<file path="src/rtl/fan_tach_emulator.sv">
// Fan tachometer emulator: turns a commanded RPM into a tach pulse train.
// An iterative restoring divider turns the command into a half-period. The
// result is held as a pending value and is only taken up at a tach edge, so
// that a half-period in progress is never cut short or stretched.
module fan_tach_emulator #(
    parameter int unsigned PULSES_PER_REVOLUTION = 2,
    parameter int unsigned CLOCK_RATE            = 100000000
) (
    input  logic        clk,
    input  logic        rst_n,
    input  logic        rpmValid,
    input  logic [15:0] rpm,
    output logic        rpmReady,
    output logic        fanTach,
    output logic [15:0] currentRPM
);

    // Half-period = (CLOCK_RATE*60/2) / (rpm*PPR) clocks.
    localparam logic [31:0] DIVIDEND = 32'(64'(CLOCK_RATE) * 64'd30);
    localparam logic [18:0] PPR      = 19'(PULSES_PER_REVOLUTION);

    typedef enum logic [1:0] {
        S_IDLE,
        S_DIVIDE,
        S_LOAD
    } state_t;

    state_t      state_q, state_d;
    logic [4:0]  iter_q, iter_d;
    logic [18:0] div_q, div_d;      // divisor rpm*PPR
    logic [18:0] rem_q, rem_d;      // partial remainder, always < divisor
    logic [31:0] quo_q, quo_d;      // dividend bits shift out, quotient bits shift in
    logic [15:0] cmd_rpm_q, cmd_rpm_d;
    logic        cmd_stop_q, cmd_stop_d;
    logic        load_pend;

    // Pending value waiting for the next tach edge
    logic        pv_q, pv_d;
    logic        pstop_q, pstop_d;
    logic [15:0] prpm_q, prpm_d;
    logic [31:0] ph_q, ph_d;

    // Generator
    logic        run_q, run_d;
    logic        tach_q, tach_d;
    logic [31:0] cnt_q, cnt_d;
    logic [31:0] act_q, act_d;
    logic [15:0] cur_q, cur_d;

    logic [19:0] trial;
    logic        ge;
    logic [18:0] diff;
    logic [31:0] h_res;
    logic        toggle;

    assign rpmReady   = (state_q == S_IDLE);
    assign fanTach    = tach_q;
    assign currentRPM = cur_q;

    assign trial  = {rem_q, quo_q[31]};
    assign ge     = (trial >= {1'b0, div_q});
    assign diff   = trial[18:0] - div_q;
    assign h_res  = (quo_q == 32'd0) ? 32'd1 : quo_q;
    assign toggle = run_q && (cnt_q == 32'd0);

    // Command FSM: accept in IDLE, 32 divide iterations, one LOAD cycle
    always_comb begin
        state_d   = state_q;
        iter_d    = iter_q;
        load_pend = 1'b0;
        case (state_q)
            S_IDLE: begin
                if (rpmValid) begin
                    state_d = (rpm == 16'd0) ? S_LOAD : S_DIVIDE;
                    iter_d  = 5'd0;
                end
            end
            S_DIVIDE: begin
                iter_d = iter_q + 5'd1;
                if (iter_q == 5'd31) state_d = S_LOAD;
            end
            S_LOAD: begin
                load_pend = 1'b1;
                state_d   = S_IDLE;
            end
            default: state_d = S_IDLE;
        endcase
    end

    // Divider datapath: capture command on accept, one quotient bit per DIVIDE cycle
    always_comb begin
        div_d      = div_q;
        rem_d      = rem_q;
        quo_d      = quo_q;
        cmd_rpm_d  = cmd_rpm_q;
        cmd_stop_d = cmd_stop_q;
        if (state_q == S_IDLE && rpmValid) begin
            div_d      = 19'(rpm) * PPR;
            rem_d      = '0;
            quo_d      = DIVIDEND;
            cmd_rpm_d  = rpm;
            cmd_stop_d = (rpm == 16'd0);
        end else if (state_q == S_DIVIDE) begin
            rem_d = ge ? diff : trial[18:0];
            quo_d = {quo_q[30:0], ge};
        end
    end

    // Generator and pending slot: a toggle sees the pending value from before this edge
    always_comb begin
        run_d   = run_q;
        tach_d  = tach_q;
        cnt_d   = cnt_q;
        act_d   = act_q;
        cur_d   = cur_q;
        pv_d    = pv_q;
        pstop_d = pstop_q;
        prpm_d  = prpm_q;
        ph_d    = ph_q;

        if (toggle) begin
            if (pv_q && pstop_q) begin
                tach_d = 1'b1;
                run_d  = 1'b0;
                cur_d  = 16'd0;
            end else if (pv_q) begin
                tach_d = ~tach_q;
                cnt_d  = ph_q - 32'd1;
                act_d  = ph_q;
                cur_d  = prpm_q;
            end else begin
                tach_d = ~tach_q;
                cnt_d  = act_q - 32'd1;
            end
            pv_d = 1'b0;
        end else if (run_q) begin
            cnt_d = cnt_q - 32'd1;
        end else if (pv_q) begin
            // Stopped: start a new rate immediately from the high level
            if (!pstop_q) begin
                run_d  = 1'b1;
                tach_d = 1'b1;
                cnt_d  = ph_q - 32'd1;
                act_d  = ph_q;
                cur_d  = prpm_q;
            end
            pv_d = 1'b0;
        end

        // A fresh result overwrites whatever is (or was just) pending
        if (load_pend) begin
            pv_d    = 1'b1;
            pstop_d = cmd_stop_q;
            prpm_d  = cmd_rpm_q;
            ph_d    = h_res;
        end
    end

    // State registers
    always_ff @(posedge clk or negedge rst_n) begin
        if (!rst_n) begin
            state_q    <= S_IDLE;
            iter_q     <= '0;
            div_q      <= '0;
            rem_q      <= '0;
            quo_q      <= '0;
            cmd_rpm_q  <= '0;
            cmd_stop_q <= 1'b0;
            pv_q       <= 1'b0;
            pstop_q    <= 1'b0;
            prpm_q     <= '0;
            ph_q       <= '0;
            run_q      <= 1'b0;
            tach_q     <= 1'b1;
            cnt_q      <= '0;
            act_q      <= '0;
            cur_q      <= '0;
        end else begin
            state_q    <= state_d;
            iter_q     <= iter_d;
            div_q      <= div_d;
            rem_q      <= rem_d;
            quo_q      <= quo_d;
            cmd_rpm_q  <= cmd_rpm_d;
            cmd_stop_q <= cmd_stop_d;
            pv_q       <= pv_d;
            pstop_q    <= pstop_d;
            prpm_q     <= prpm_d;
            ph_q       <= ph_d;
            run_q      <= run_d;
            tach_q     <= tach_d;
            cnt_q      <= cnt_d;
            act_q      <= act_d;
            cur_q      <= cur_d;
        end
    end

endmodule

</file>
<file path="config.mk">
export PLATFORM = sky130hd
export DESIGN_NAME = fan_tach_emulator
export DESIGN_NICKNAME = d
export VERILOG_FILES = /design/src/rtl/fan_tach_emulator.sv
export SDC_FILE = /design/constraint.sdc
export NUM_CORES = 1
export LEC_CHECK = 0
export BUFFER_PORTS_ARGS = -buffer_cell sky130_fd_sc_hd__buf_2
export CORE_AREA = 2 2 152 154
export DETAILED_ROUTE_END_ITERATION = 10
export DIE_AREA = 0 0 154 156
export GPL_TIMING_DRIVEN = 0
export PLACE_DENSITY = 0.73
export SLEW_MARGIN = 20
export SYNTH_ARGS = -nofsm -noshare
export SYNTH_HDL_FRONTEND = slang
export SYNTH_SLANG_ARGS = --single-unit
</file>
<file path="constraint.sdc">
create_clock -name clk -period 6 [get_ports clk]
set_clock_uncertainty 0.2 [all_clocks]
set_input_delay 0.3 -clock clk [delete_from_list [all_inputs] [get_ports clk]]
set_output_delay 0.3 -clock clk [all_outputs]
set_load 0.02 [all_outputs]
</file>
# After elaboration in Yosys (flattened, before gate mapping)
# Cells that the tools add are included.
[op_classes]
n_addsub = 5
order_cmp = 1
eq_ne = 11
mux = 44
n_bitwise = 1
reduce_logical = 18
[op_table]
columns = ["op", "count"]
rows = [
  ["$mux 32", 15],
  ["$mux 16", 6],
  ["$sub 32x1->32 const B", 3],
  ["$logic_not 32->1", 2],
  ["$mux 19", 3],
  ["$ge 20x17->1", 1],
  ["$sub 19x17->19", 1],
  ["$logic_not 16->1", 1],
  ["$mux 1", 14],
  ["$pmux 5 s2", 1],
  ["$reduce_and 4->1", 2],
  ["$reduce_bool 2->1", 4],
  ["$mux 2", 3],
  ["$ne 2x1->1 const B", 3],
  ["$ne 2x2->1 const B", 3],
  ["$reduce_and 3->1", 2],
  ["$add 5x1->5 const B", 1],
  ["$eq 5x5->1 const B", 1],
  ["$mux 5", 1],
  ["$pmux 2 s2", 1],
  ["$reduce_and 2->1", 2],
  ["$logic_and 1x1->1", 3],
  ["$ne 3x1->1 const B", 1],
  ["$ne 3x2->1 const B", 1],
  ["5 further kinds", 5],
]
[totals]
regBits = 207
in_bits = 19
output_inout_bits = 18

# Depth between registers and ports, before layout
# Gate-level depths: netlist of the first run.
[depth]
word_depth = 5
ltp_mapped = 12
depth_no_buf = 11

# Least setup slack after synthesis of the first run
# OpenSTA, ideal clock, no wires.
[synth_timing]
path_kind = "reg-to-reg"
startpoint = "register cnt_q[24]"
endpoint = "register act_q[14]"
arrival_time_ns = 3.002
slack_ns = 2.674
path_stages_with_launch = 11
path_buffers = 4
period_less_slack_ns = 3.326
cell_sequence = "dfrtp_1 -> or3_1 -> clkbuf_1 -> or3_1 -> or4_1 -> buf_2 -> and2_1 -> buf_6 -> nor3_4 -> buf_6 -> mux2_2"
[synth_between]
elab_chain_len = 4
[synth_lines]
columns = ["element", "line", "rtl"]
rows = [
  ["start: declaration", "46", "logic [31:0] cnt_q, cnt_d;"],
  ["start signal: assignment", "192", "cnt_q <= cnt_d;"],
  ["$logic_not 32->1 *", "64", "assign toggle = run_q && (cnt_q == 32'd0);"],
  ["$logic_and 1x1->1 *", "64", ""],
  ["$ne 2x2->1 (no line) or $ne 2x1->1 (tied branches)", "-", ""],
  ["$reduce_and 4->1 (no line)", "-", ""],
  ["end signal: assignment", "193", "act_q <= act_d;"],
  ["end: declaration", "47", "logic [31:0] act_q, act_d;"],
]
# Mark *: on every way between the ends. The rest lies on a longest branch, timed or not.
# A chain may end at the register's enable or synchronous reset.

# Final worst setup path of the first run
[layout_timing]
startpoint = "register cnt_q[8]"
endpoint = "register cnt_q[29]"
[layout_between]
elab_chain_len = 4
[layout_lines]
columns = ["element"]
rows = [
  ["parallel branches: the longest is 4 deep, another holds $sub 32x1->32"],
]
# Several ways; the timed one is not identified.

==> results of run 1 <==
==> final cells by class <==
class	count	area, sq um	area share (%)
multi-input cells	890	5530	43.6
flip-flops and latches	207	5180	40.9
clock buffers	26	607	4.79
clock inverters	13	206	1.63
diodes	2	5.00	0.0395
plain buffers	60	260	2.05
inverters	28	105	0.829
well taps	285	357	2.81
repair buffers	56	425	3.36
==> cells by family after synthesis <==
family,synth area share (%)
flops,46.8
mux,7.49
xor+xnor,5.86
compound gates,15.1
buf+inv,3.30
simple gates,18.8
fa+ha+maj,2.67
==> sequential cells by signal, indices dropped and copies added (netlist names) <==
register,count
act_q,32
cnt_q,32
ph_q,32
quo_q,32
rem_q,19
currentRPM,16
div_q,16
prpm_q,16
iter_q,5
state_q,2
cmd_stop_q,1
fanTach,1
pstop_q,1
pv_q,1
run_q,1
==> through the flow <==
stage	total power, mW	worst slack (ns)	hold slack, ns	instances
6_report	5.40	2.12	0.0666	1567
3_3_place_gp	3.78	0.944	0.263	1506
2_1_floorplan	3.33	2.67	-0.196	1185
3_5_place_dp	3.84	2.24	0.0120	1508
4_1_cts	5.39	2.22	0.0742	1565
5_1_grt	5.77	1.96	0.0939	1565
==> how the worst max path moves through the flow <==
stage                                startpoint               endpoint  slack [ns]  cells past startpoint
final                      cnt_q[8]$_DFFE_PN0P_  cnt_q[29]$_DFFE_PN0P_        2.12                     10
after global placement                    rst_n   rem_q[5]$_DFFE_PN0P_        0.94                      1
after detailed placement  cnt_q[24]$_DFFE_PN0P_  cnt_q[29]$_DFFE_PN0P_        2.24                     11
after CTS                 cnt_q[24]$_DFFE_PN0P_  cnt_q[29]$_DFFE_PN0P_        2.22                     11
after global routing       cnt_q[8]$_DFFE_PN0P_  cnt_q[29]$_DFFE_PN0P_        1.96                     10
after floorplan           cnt_q[24]$_DFFE_PN0P_  act_q[14]$_DFFE_PN0P_        2.67                     10
==> metal layers <==
layer / track usage [%] / share of wire, % / up-vias
met2: 40.0 / 46 / 317
met3: 4.00 / 5.7 / 78
met1: 34.0 / 44 / 4527
met4: 9.57 / 3.8 / 0
li1: - / - / 4408
met5: 0 / 0 / -
==> power by group through the flow <==
stage | Clock, mW | Sequential [mW] | Combinational, mW
after global placement | 0 | 2.00 | 1.78
after floorplan | 0 | 1.91 | 1.42
after CTS | 1.54 | 1.99 | 1.85
final | 1.53 | 2.00 | 1.87
after detailed placement | 0 | 2.01 | 1.83
after global routing | 1.60 | 2.04 | 2.12
==> cell usage in the layout (no fill, tap or decap), types with 27 or more instances in the layout <==
master and count:
nor3_1 41, inv_1 27, mux2_2 56, o21ai_0 112, clkbuf_1 51, nand3_1 30
nand2_1 139, nor4_1 34, a21oi_1 68, buf_2 39, xnor2_1 39, xor2_1 35
nor2_1 112, dfrtp_1 206
==> cell usage after synthesis (5+ instances only) <==
library cell / n / area share [%]
dfrtp_1: 206 / 47
nand2_1: 139 / 4.7
nor2_1: 112 / 3.8
o21ai_0: 112 / 5.1
a21oi_1: 68 / 3.1
mux2_2: 56 / 5.7
clkbuf_1: 50 / 1.7
nor3_1: 41 / 1.9
xnor2_1: 39 / 3.1
nor4_1: 35 / 2.0
xor2_1: 35 / 2.8
nand3_1: 30 / 1.4
inv_1: 27 / 0.92
ha_1: 22 / 2.5
a22o_1: 19 / 1.5
or3_1: 18 / 1.0
a211oi_1: 13 / 0.88
nand4_1: 13 / 0.73
mux2i_1: 12 / 1.1
o22ai_1: 12 / 0.68
and3_1: 8 / 0.45
mux2_1: 7 / 0.71
nand2b_1: 7 / 0.40
or4_1: 7 / 0.47
a21o_1: 6 / 0.41
o31ai_1: 6 / 0.41
a31oi_1: 5 / 0.28
==> run_results.csv, run 1 <==
group,metric,value,unit
floorplan,ios,37,
synthesis,ys_types,63,
timing,tightest_slew,1.02,ns
clock_tree,clockBufferDepth,3,
global_routing,grt_antenna_before_repair,0,
power,sw_frac_of_total,36.8,%
synthesis,syn_area,0.0111,sq mm
timing,relSlewSlack,31.7,%
timing,finalHoldViolCount,0,
power,power.share.clock,28.3,%
setup_path,worstPathArrival,4.04,ns
setup_path,worstSetupStartpointType,"flip-flop",
detailed_routing,wl,29.8,mm
placed_design,dp_hpwl,21.3,mm
synthesis,synthCells,1185,
run_status,status,"completed",
setup_path,critPathMaxStageDelay,0.85,ns
setup_path,endpoint_kind,"flip-flop",
placed_design,routabilityCongestion,0.924,
floorplan,die_area,0.0240,sq mm
setup_path,crit_path_top_delay_cell,"nor4_1",
global_routing,grt_overflow,0,
setup_path,critPathRequiredTime,6.16,ns
setup_path,path_class,"flip-flop to flip-flop",
clock_tree,cts_hold_buffers,18,
detailed_routing,wl_per_cell,19.0,um
timing,timing.fmax,258,MHz
setup_path,crit_chain,"nor4_1 > nand2_1 > or4_1 > buf_2 > o21a_1 > nor2_2 > inv_2 > clkbuf_1 > nand3_1 > o211ai_1",
power,p_int,3.41,mW
setup_path,r2r_cells,10,
synthesis,synth_enable_flop_cells,0,
min_path,min_path_type,"input port to async pin",
timing,rsz0062_at_grt,"no",
global_routing,first_global_vias,8901,
clock_tree,cts_tree,"done",
layout,syn_to_final_growth,14.6,%
synthesis,synth-seq-cells,207,
setup_path,worstReg2RegStart,"cnt_q[8]$_DFFE_PN0P_",
floorplan,die_h,156,um
synthesis,synth_fp_nets,1227,
clock_tree,path_clk_slew,0.06,ns
floorplan,core-area,0.0224,sq mm
job,max_cap_violations,0,
clock_tree,root_buffer,"clkbuf_16",
synthesis,syn_avg_cell_area,9.34,sq um
detailed_routing,drt_iter0_drc,881,
detailed_routing,antenna_left,0,
layout,finish.utilization,56.7,%
floorplan,num_rows,55,
clock_tree,post_cts_resized,0,
placed_design,portBuffers,36,
global_routing,grt_max_degree,86,
timing,layout_min_cycle_time,3.88,ns
detailed_routing,vias,9330,
layout,fillCellCount,1931,
clock_tree,cts.sinks,207,
power,p_seq_share,37.0,%
global_routing,grt_pass1_wl,48.1,mm
setup_path,reg2reg_to,"cnt_q[29]$_DFFE_PN0P_",
clock_tree,clock_latency,0.51,ns
synthesis,yosysSeqAreaShare,46.8,%
synthesis,synth.yosys.warnings,0,
layout,drive_gt1_share,11.9,%
layout,nets,1308,
clock_tree,cts_setup_buffers,0,
clock_tree,htree_num_levels,1,
global_routing,grt_usage,24.9,%
timing,setup_tns,0,ns
detailed_routing,detail_route.first_pass.iterations,5,
detailed_routing,routed_via_density,5.95,
setup_path,crit_path_max_fanout,10,
synthesis,synth_ff_type,"dfrtp_1",
power,power.density,426,mW/mm^2
power,p_comb_share,34.7,%
power,ir_worst_vdd,0.000413,V
clock_tree,cts_made_buffers,23,
timing,post-route-period-util,64.7,%
floorplan,die_x,154,um
placed_design,placed_cell_area,0.0117,sq mm
setup_path,rrSetupSlack,2.12,ns
synthesis,async_reset_ff_share,100,%
power,switching_power,1.99,mW
setup_path,path_buf_inv,3,
power,p_leak,4.73,nW
detailed_routing,drc_errors,0,
setup_path,cp_top_family,"simple AND/OR/NAND/NOR gates",
timing,drv_slew,0,
timing,setup_violations,0,
floorplan,initial_core_util,49.5,%
layout,final_area,0.0127,sq mm
Note: power is estimated with default switching activity, not from simulation.
==> run 2: changes to the inputs <==
--- a/config.mk
+++ b/config.mk
@@ -5,12 +5,13 @@
 export SDC_FILE = /design/constraint.sdc
 export NUM_CORES = 1
 export LEC_CHECK = 0
+export ABC_AREA = 1
 export BUFFER_PORTS_ARGS = -buffer_cell sky130_fd_sc_hd__buf_2
-export CORE_AREA = 2 2 152 154
+export CORE_AREA = 2 2 163 165
 export DETAILED_ROUTE_END_ITERATION = 10
-export DIE_AREA = 0 0 154 156
+export DIE_AREA = 0 0 165 167
 export GPL_TIMING_DRIVEN = 0
-export PLACE_DENSITY = 0.73
+export PLACE_DENSITY = 0.75
 export SLEW_MARGIN = 20
 export SYNTH_ARGS = -nofsm -noshare
 export SYNTH_HDL_FRONTEND = slang
==> constraint.sdc (replaced) <==
create_clock -name clk -period 3.2 [get_ports clk]
set_clock_uncertainty 0.2 [all_clocks]
set_input_delay 0.16 -clock clk [delete_from_list [all_inputs] [get_ports clk]]
set_output_delay 0.16 -clock clk [all_outputs]
set_load 0.02 [all_outputs]
==> run_results.csv, run 2 <==
group,metric,value,unit
run_status,status,"completed",
timing,finalHoldViolCount,0,
synthesis,async_reset_ff_share,100,%
layout,layout.cells.non_filler,2245,
placed_design,placed_cell_area,0.0133,sq mm
placed_design,portBuffers,36,
timing,setup_violations,0,
clock_tree,clock_latency,0.53,ns
clock_tree,cts_tree,"done",
placed_design,dp.cells,2179,
setup_path,critPathMaxStageDelay,0.40,ns
global_routing,grt_overflow,0,
synthesis,syn_avg_cell_area,7.01,sq um
floorplan,initial_core_util,49.1,%
floorplan,num_rows,59,
layout,nets,1935,
clock_tree,cts.sinks,207,
synthesis,yosysTopAreaCell,"dfrtp_1",
placed_design,dp_hpwl,31.5,mm
timing,relSlewSlack,49.2,%
setup_path,r2r_cells,10,
setup_path,crit_chain,"inv_1 > ha_1 > a21oi_1 > o21ai_1 > and2_1 > nor2_4 > buf_2 > nand3_1 > nand3_1 > o21ai_0",
setup_path,worstReg2RegStart,"div_q[13]$_DFFE_PN0P_",
clock_tree,clockBufferDepth,3,
clock_tree,post_cts_resized,0,
detailed_routing,drc_errors,0,
synthesis,synth.yosys.warnings,0,
detailed_routing,wl,40.3,mm
timing,setup_tns,0,ns
layout,syn_to_final_growth,13.2,%
setup_path,worstPathArrival,2.84,ns
detailed_routing,wl_per_cell,18.0,um
timing,layout_min_cycle_time,2.64,ns
setup_path,critPathRequiredTime,3.41,ns
setup_path,crit_end,"rem_q[5]$_DFFE_PN0P_",
synthesis,yosysSeqAreaShare,40.9,%
global_routing,grt_usage,29.8,%
setup_path,crit_path_max_fanout,10,
floorplan,die_x,165,um
timing,post-route-period-util,82.4,%
clock_tree,path_clk_slew,0.06,ns
synthesis,synthCells,1806,
clock_tree,htree_num_levels,1,
timing,drv_slew,0,
layout,drive_gt1_share,7.28,%
setup_path,reg2reg_to,"rem_q[5]$_DFFE_PN0P_",
detailed_routing,routed_via_density,5.45,
clock_tree,root_buffer,"clkbuf_16",
power,power.density,850,mW/mm^2
clock_tree,cts_made_buffers,24,
global_routing,first_global_vias,12000,
power,p_leak,6.83,nW
setup_path,endpoint_kind,"flip-flop",
floorplan,ios,37,
placed_design,routabilityCongestion,0.958,
detailed_routing,detail_route.first_pass.iterations,5,
synthesis,ys_types,46,
synthesis,synth_fp_nets,1848,
synthesis,synth_area_leaders,"dfrtp_1 41%, nand2_1 16%, nor2_1 7.1%",
floorplan,die_h,167,um
setup_path,startpoint,"div_q[13]$_DFFE_PN0P_",
setup_path,crit_top_cell,"nand3_1",
setup_path,worstSetupStartpointType,"flip-flop",
synthesis,synth_enable_flop_cells,0,
synthesis,syn_area,0.0127,sq mm
layout,final_area,0.0143,sq mm
layout,final_common_cell,"nand2_1",
synthesis,synth_common_cells,"540 x nand2_1, 239 x nor2_1, 206 x dfrtp_1, 197 x inv_1",
timing,tightest_slew,0.756,ns
synthesis,synth_ff_type,"dfrtp_1",
layout,antenna-diode-count,0,
timing,timing.fmax,379,MHz
setup_path,path_class,"flip-flop to flip-flop",
global_routing,grt_antenna_before_repair,0,
floorplan,core-area,0.0258,sq mm
layout,finish.utilization,55.6,%
detailed_routing,drt_iter0_drc,1379,
clock_tree,cts_setup_buffers,0,
layout,final_cell_mix,"540 x nand2_1, 239 x nor2_1, 206 x dfrtp_1",
job,max_cap_violations,0,
setup_path,rrSetupSlack,0.56,ns
power,ir_worst_vdd,0.000646,V
detailed_routing,vias,12200,
detailed_routing,antenna_left,0,
setup_path,crit_path_top_delay_cell,"dfrtp_1",
synthesis,synth-seq-cells,207,
synthesis,synth_top_area_share,40.7,%
synthesis,yosysMostFrequentCell,"nand2_1",
timing,hold_slack,0.0209,ns
floorplan,die_area,0.0276,sq mm
global_routing,grt_pass1_wl,63.9,mm
timing,rsz0062_at_grt,"no",
global_routing,grt_max_degree,99,
min_path,min_path_type,"input port to async pin",
## run 2: cell count changes after synthesis, moves of 32 or more
cell,previous run,this run
a21oi_1,68,31
inv_1,27,197
mux2_2,56,2
nand2_1,139,540
nand3_1,30,144
nor2_1,112,239
nor3_1,41,5
o21ai_0,112,144
## run 2: cell type report
cell class                      instances  area (sq um)
Buffer                                 57           288
Clock buffer                           35           703
Clock inverter                          8          72.6
Fill cell                            2550         11400
Inverter                              205           772
Multi-Input combinational cell       1337          6410
Sequential cell                       207          5180
Tap cell                              335           419
Timing Repair Buffer                   61           475
## run 2: repair_timing
item	in CTS	in global routing
hold endpoints to repair	228	0
hold buffers	23	0
endpoints found under the setup margin	0	0
## run 2: through the flow
step / total power, mW / setup slack (ns)
after floorplan: 7.73 / 1.09
after global placement: 9.19 / -1.73
after detailed placement: 9.32 / 0.639
after CTS: 12.1 / 0.632
after global routing: 13.1 / 0.481
final: 12.2 / 0.564
## run 2: routing by layer
| metal | vias up | routed length [um] | global-route usage [%] |
|---|---|---|---|
| met3 | 97 | 2150 | 4.38 |
| met1 | 5816 | 17300 | 39.0 |
| met5 | - | 0 | 0 |
| li1 | 5975 | - | - |
| met4 | 0 | 1690 | 11.9 |
| met2 | 355 | 19100 | 49.5 |
## run 2: where the power goes
group | internal (mW) | leakage (nW) | switching (mW)
clock network | 1.60 | 0.386 | 1.12
registers | 3.42 | 2.36 | 0.743
logic | 1.82 | 4.09 | 3.47
total | 6.84 | 6.83 | 5.33
## run 2: how the worst min path moves through the flow
stage | startpoint | end | slack (ns)
global route | rst_n | act_q[25]$_DFFE_PN0P_ | 0.09
floorplan | rst_n | act_q[0]$_DFFE_PN0P_ | -0.34
global placement | rpm[9] | div_q[10]$_DFFE_PN0P_ | 0.22
CTS | rst_n | act_q[14]$_DFFE_PN0P_ | 0.10
finish | rst_n | act_q[25]$_DFFE_PN0P_ | 0.02
detailed placement | rst_n | act_q[16]$_DFFE_PN0P_ | -0.22
## run 2: worst max-delay path, delay by kind of cell, from the launching register on
family          cells  cell delay [ns]
fa+ha+maj           1             0.30
buf+inv             2             0.42
compound gates      3             0.53
simple gates        4             0.67
flops               1             0.40
## run 2: logic make-up (layout without fill, tap and decap cells)
logic type      Yosys count  after routing  share of synthesized area, %
xor+xnor                 56             56                          3.88
buf+inv                 262            366                          8.38
flops                   207            207                          40.9
simple gates           1002           1002                          33.3
fa+ha+maj                23             23                          2.33
compound gates          254            254                          11.0
mux                       2              2                         0.178
==> run 3: changes to the inputs <==
--- a/config.mk
+++ b/config.mk
@@ -11,7 +11,7 @@
 export DETAILED_ROUTE_END_ITERATION = 10
 export DIE_AREA = 0 0 165 167
 export GPL_TIMING_DRIVEN = 0
-export PLACE_DENSITY = 0.75
+export PLACE_DENSITY = 0.72
 export SLEW_MARGIN = 20
 export SYNTH_ARGS = -nofsm -noshare
 export SYNTH_HDL_FRONTEND = slang
==> constraint.sdc (replaced) <==
create_clock -name clk -period 2.56 [get_ports clk]
set_clock_uncertainty 0.2 [all_clocks]
set_input_delay 0.128 -clock clk [delete_from_list [all_inputs] [get_ports clk]]
set_output_delay 0.128 -clock clk [all_outputs]
set_load 0.02 [all_outputs]
==> run_results.csv, run 3 (synthesis gave the netlist of run 2 again) <==
group,metric,value,unit
detailed_routing,wl_per_cell,18.1,um
layout,final_common_cell,"nand2_1",
layout,fillCellCount,2486,
power,switching_power,6.81,mW
floorplan,initial_core_util,49.1,%
layout,final_area,0.0145,sq mm
layout,nets,1940,
global_routing,grt_usage,30.4,%
power,sw_frac_of_total,43.2,%
setup_path,worstSetupStartpointType,"flip-flop",
setup_path,endpoint_kind,"flip-flop",
power,power.share.clock,24.1,%
floorplan,core-area,0.0258,sq mm
power,ir_worst_vdd,0.000926,V
power,p_leak,6.90,nW
setup_path,crit_path_max_fanout,7,
clock_tree,htree_num_levels,1,
global_routing,grt_antenna_before_repair,0,
floorplan,die_area,0.0276,sq mm
clock_tree,root_buffer,"clkbuf_16",
detailed_routing,vias,12200,
detailed_routing,drc_errors,0,
layout,final_cell_mix,"539 x nand2_1, 233 x nor2_1, 206 x dfrtp_1",
floorplan,die_h,167,um
placed_design,routabilityCongestion,1.01,
timing,post-route-period-util,95.6,%
clock_tree,cts_tree,"done",
global_routing,first_global_vias,12100,
global_routing,grt_max_degree,79,
layout,layout.cells.non_filler,2251,
timing,timing.fmax,408,MHz
clock_tree,clock_latency,0.53,ns
run_status,status,"completed",
detailed_routing,detail_route.first_pass.iterations,7,
detailed_routing,routed_via_density,5.42,
clock_tree,path_clk_slew,0.07,ns
power,p_int,8.97,mW
timing,setup_tns,0,ns
layout,antenna-diode-count,0,
timing,drv_slew,0,
floorplan,num_rows,59,
placed_design,portBuffers,36,
global_routing,grt_overflow,0,
min_path,min_path_type,"input port to flip-flop",
timing,relSlewSlack,55.9,%
layout,syn_to_final_growth,14.9,%
power,p_seq_share,33.1,%
floorplan,ios,37,
timing,finalHoldViolCount,0,
placed_design,placed_cell_area,0.0133,sq mm
setup_path,worstPathArrival,2.70,ns
layout,multiInputGateArea,0.00649,sq mm
layout,drive_gt1_share,8.72,%
global_routing,grt_pass1_wl,64.9,mm
power,p_comb_share,42.8,%
setup_path,critPathRequiredTime,2.82,ns
layout,regArea,0.00518,sq mm
detailed_routing,antenna_left,0,
floorplan,die_x,165,um
placed_design,preCtsSetupSlack,-0.132,ns
detailed_routing,drt_iter0_drc,1115,
clock_tree,cts.sinks,207,
clock_tree,cts_made_buffers,25,
power,p_total,15.8,mW
placed_design,dp_hpwl,31.4,mm
timing,tightest_slew,0.662,ns
clock_tree,clockBufferDepth,3,
timing,setup_violations,0,
timing,layout_min_cycle_time,2.45,ns
timing,rsz0062_at_grt,"yes",
power,power.density,1090,mW/mm^2
setup_path,path_class,"flip-flop to flip-flop",
timing,layout_setup_ws,0.112,ns
placed_design,dp.cells,2179,
job,max_cap_violations,0,
detailed_routing,wl,40.7,mm
-- run 3: timing repair --
action,CTS,global route
buffers inserted,0,4
pin swaps,0,2
resized for setup,5,18
hold buffers,23,0
endpoints found under the setup margin,5,25
cloned,0,0
hold endpoints to repair,227,0
-- run 3: final timing paths --
check / from / to / slack, ns / cells after the start
worst max-delay path: cnt_q[11]$_DFFE_PN0P_ / cnt_q[12]$_DFFE_PN0P_ / 0.11 / 11
worst min-delay path: rpm[14] / div_q[15]$_DFFE_PN0P_ / 0.24 / 4
worst max register to register: cnt_q[11]$_DFFE_PN0P_ / cnt_q[12]$_DFFE_PN0P_ / 0.11 / 11
worst min register to register: rem_q[18]$_DFFE_PN0P_ / rem_q[18]$_DFFE_PN0P_ / 0.28 / 2
max in group asynchronous: rst_n / fanTach$_DFFE_PN1P_ / 0.86 / 4
min in group asynchronous: rst_n / act_q[16]$_DFFE_PN0P_ / 0.48 / 3
-- run 3: worst max-delay path, stage by stage (launching register included) --
cell and delay (ns):
dfrtp_1 0.44, nor2_1 0.16, nand2_1 0.16, inv_2 0.11, nand2_1 0.08, nor2_4 0.13, nand3_2 0.16, nor2_2 0.37
nand2_1 0.13, o21ai_1 0.27, nor2_1 0.07, nor2_1 0.09
-- run 3: per-layer routing --
| layer | part of all wire [%] | track usage, % | vias to the layer above | wire length (um) |
|---|---|---|---|---|
| li1 | - | - | 5987 | - |
| met1 | 43 | 39.8 | 5743 | 17500 |
| met2 | 47 | 50.3 | 369 | 19300 |
| met3 | 5.3 | 4.16 | 101 | 2150 |
| met4 | 4.5 | 13.2 | 0 | 1820 |
| met5 | 0 | 0 | - | 0 |
-- run 3: stage by stage --
stage / hold WS [ns] / utilization (%)
floorplan: -0.368 / -
global placement: 0.195 / 51.4
detailed placement: -0.0894 / 51.7
CTS: 0.216 / 56.1
global route: 0.251 / 56.4
finish: 0.240 / 56.4
-- run 3: area by class of cell --
type	count	share of cell area, %
Timing Repair Buffer	65	3.48
Tap cell	335	2.88
Sequential cell	207	35.6
Clock inverter	12	1.03
Multi-Input combinational cell	1337	44.6
Buffer	57	2.00
Inverter	205	5.31
Clock buffer	33	5.06
-- run 3: power groups by stage --
stage | Sequential, mW | Clock, mW | Combinational, mW
after floorplan | 4.87 | 0 | 4.79
after global placement | 5.20 | 0 | 6.33
after detailed placement | 5.23 | 0 | 6.43
after CTS | 5.18 | 3.84 | 6.54
after global routing | 5.34 | 3.97 | 7.67
final | 5.23 | 3.80 | 6.76
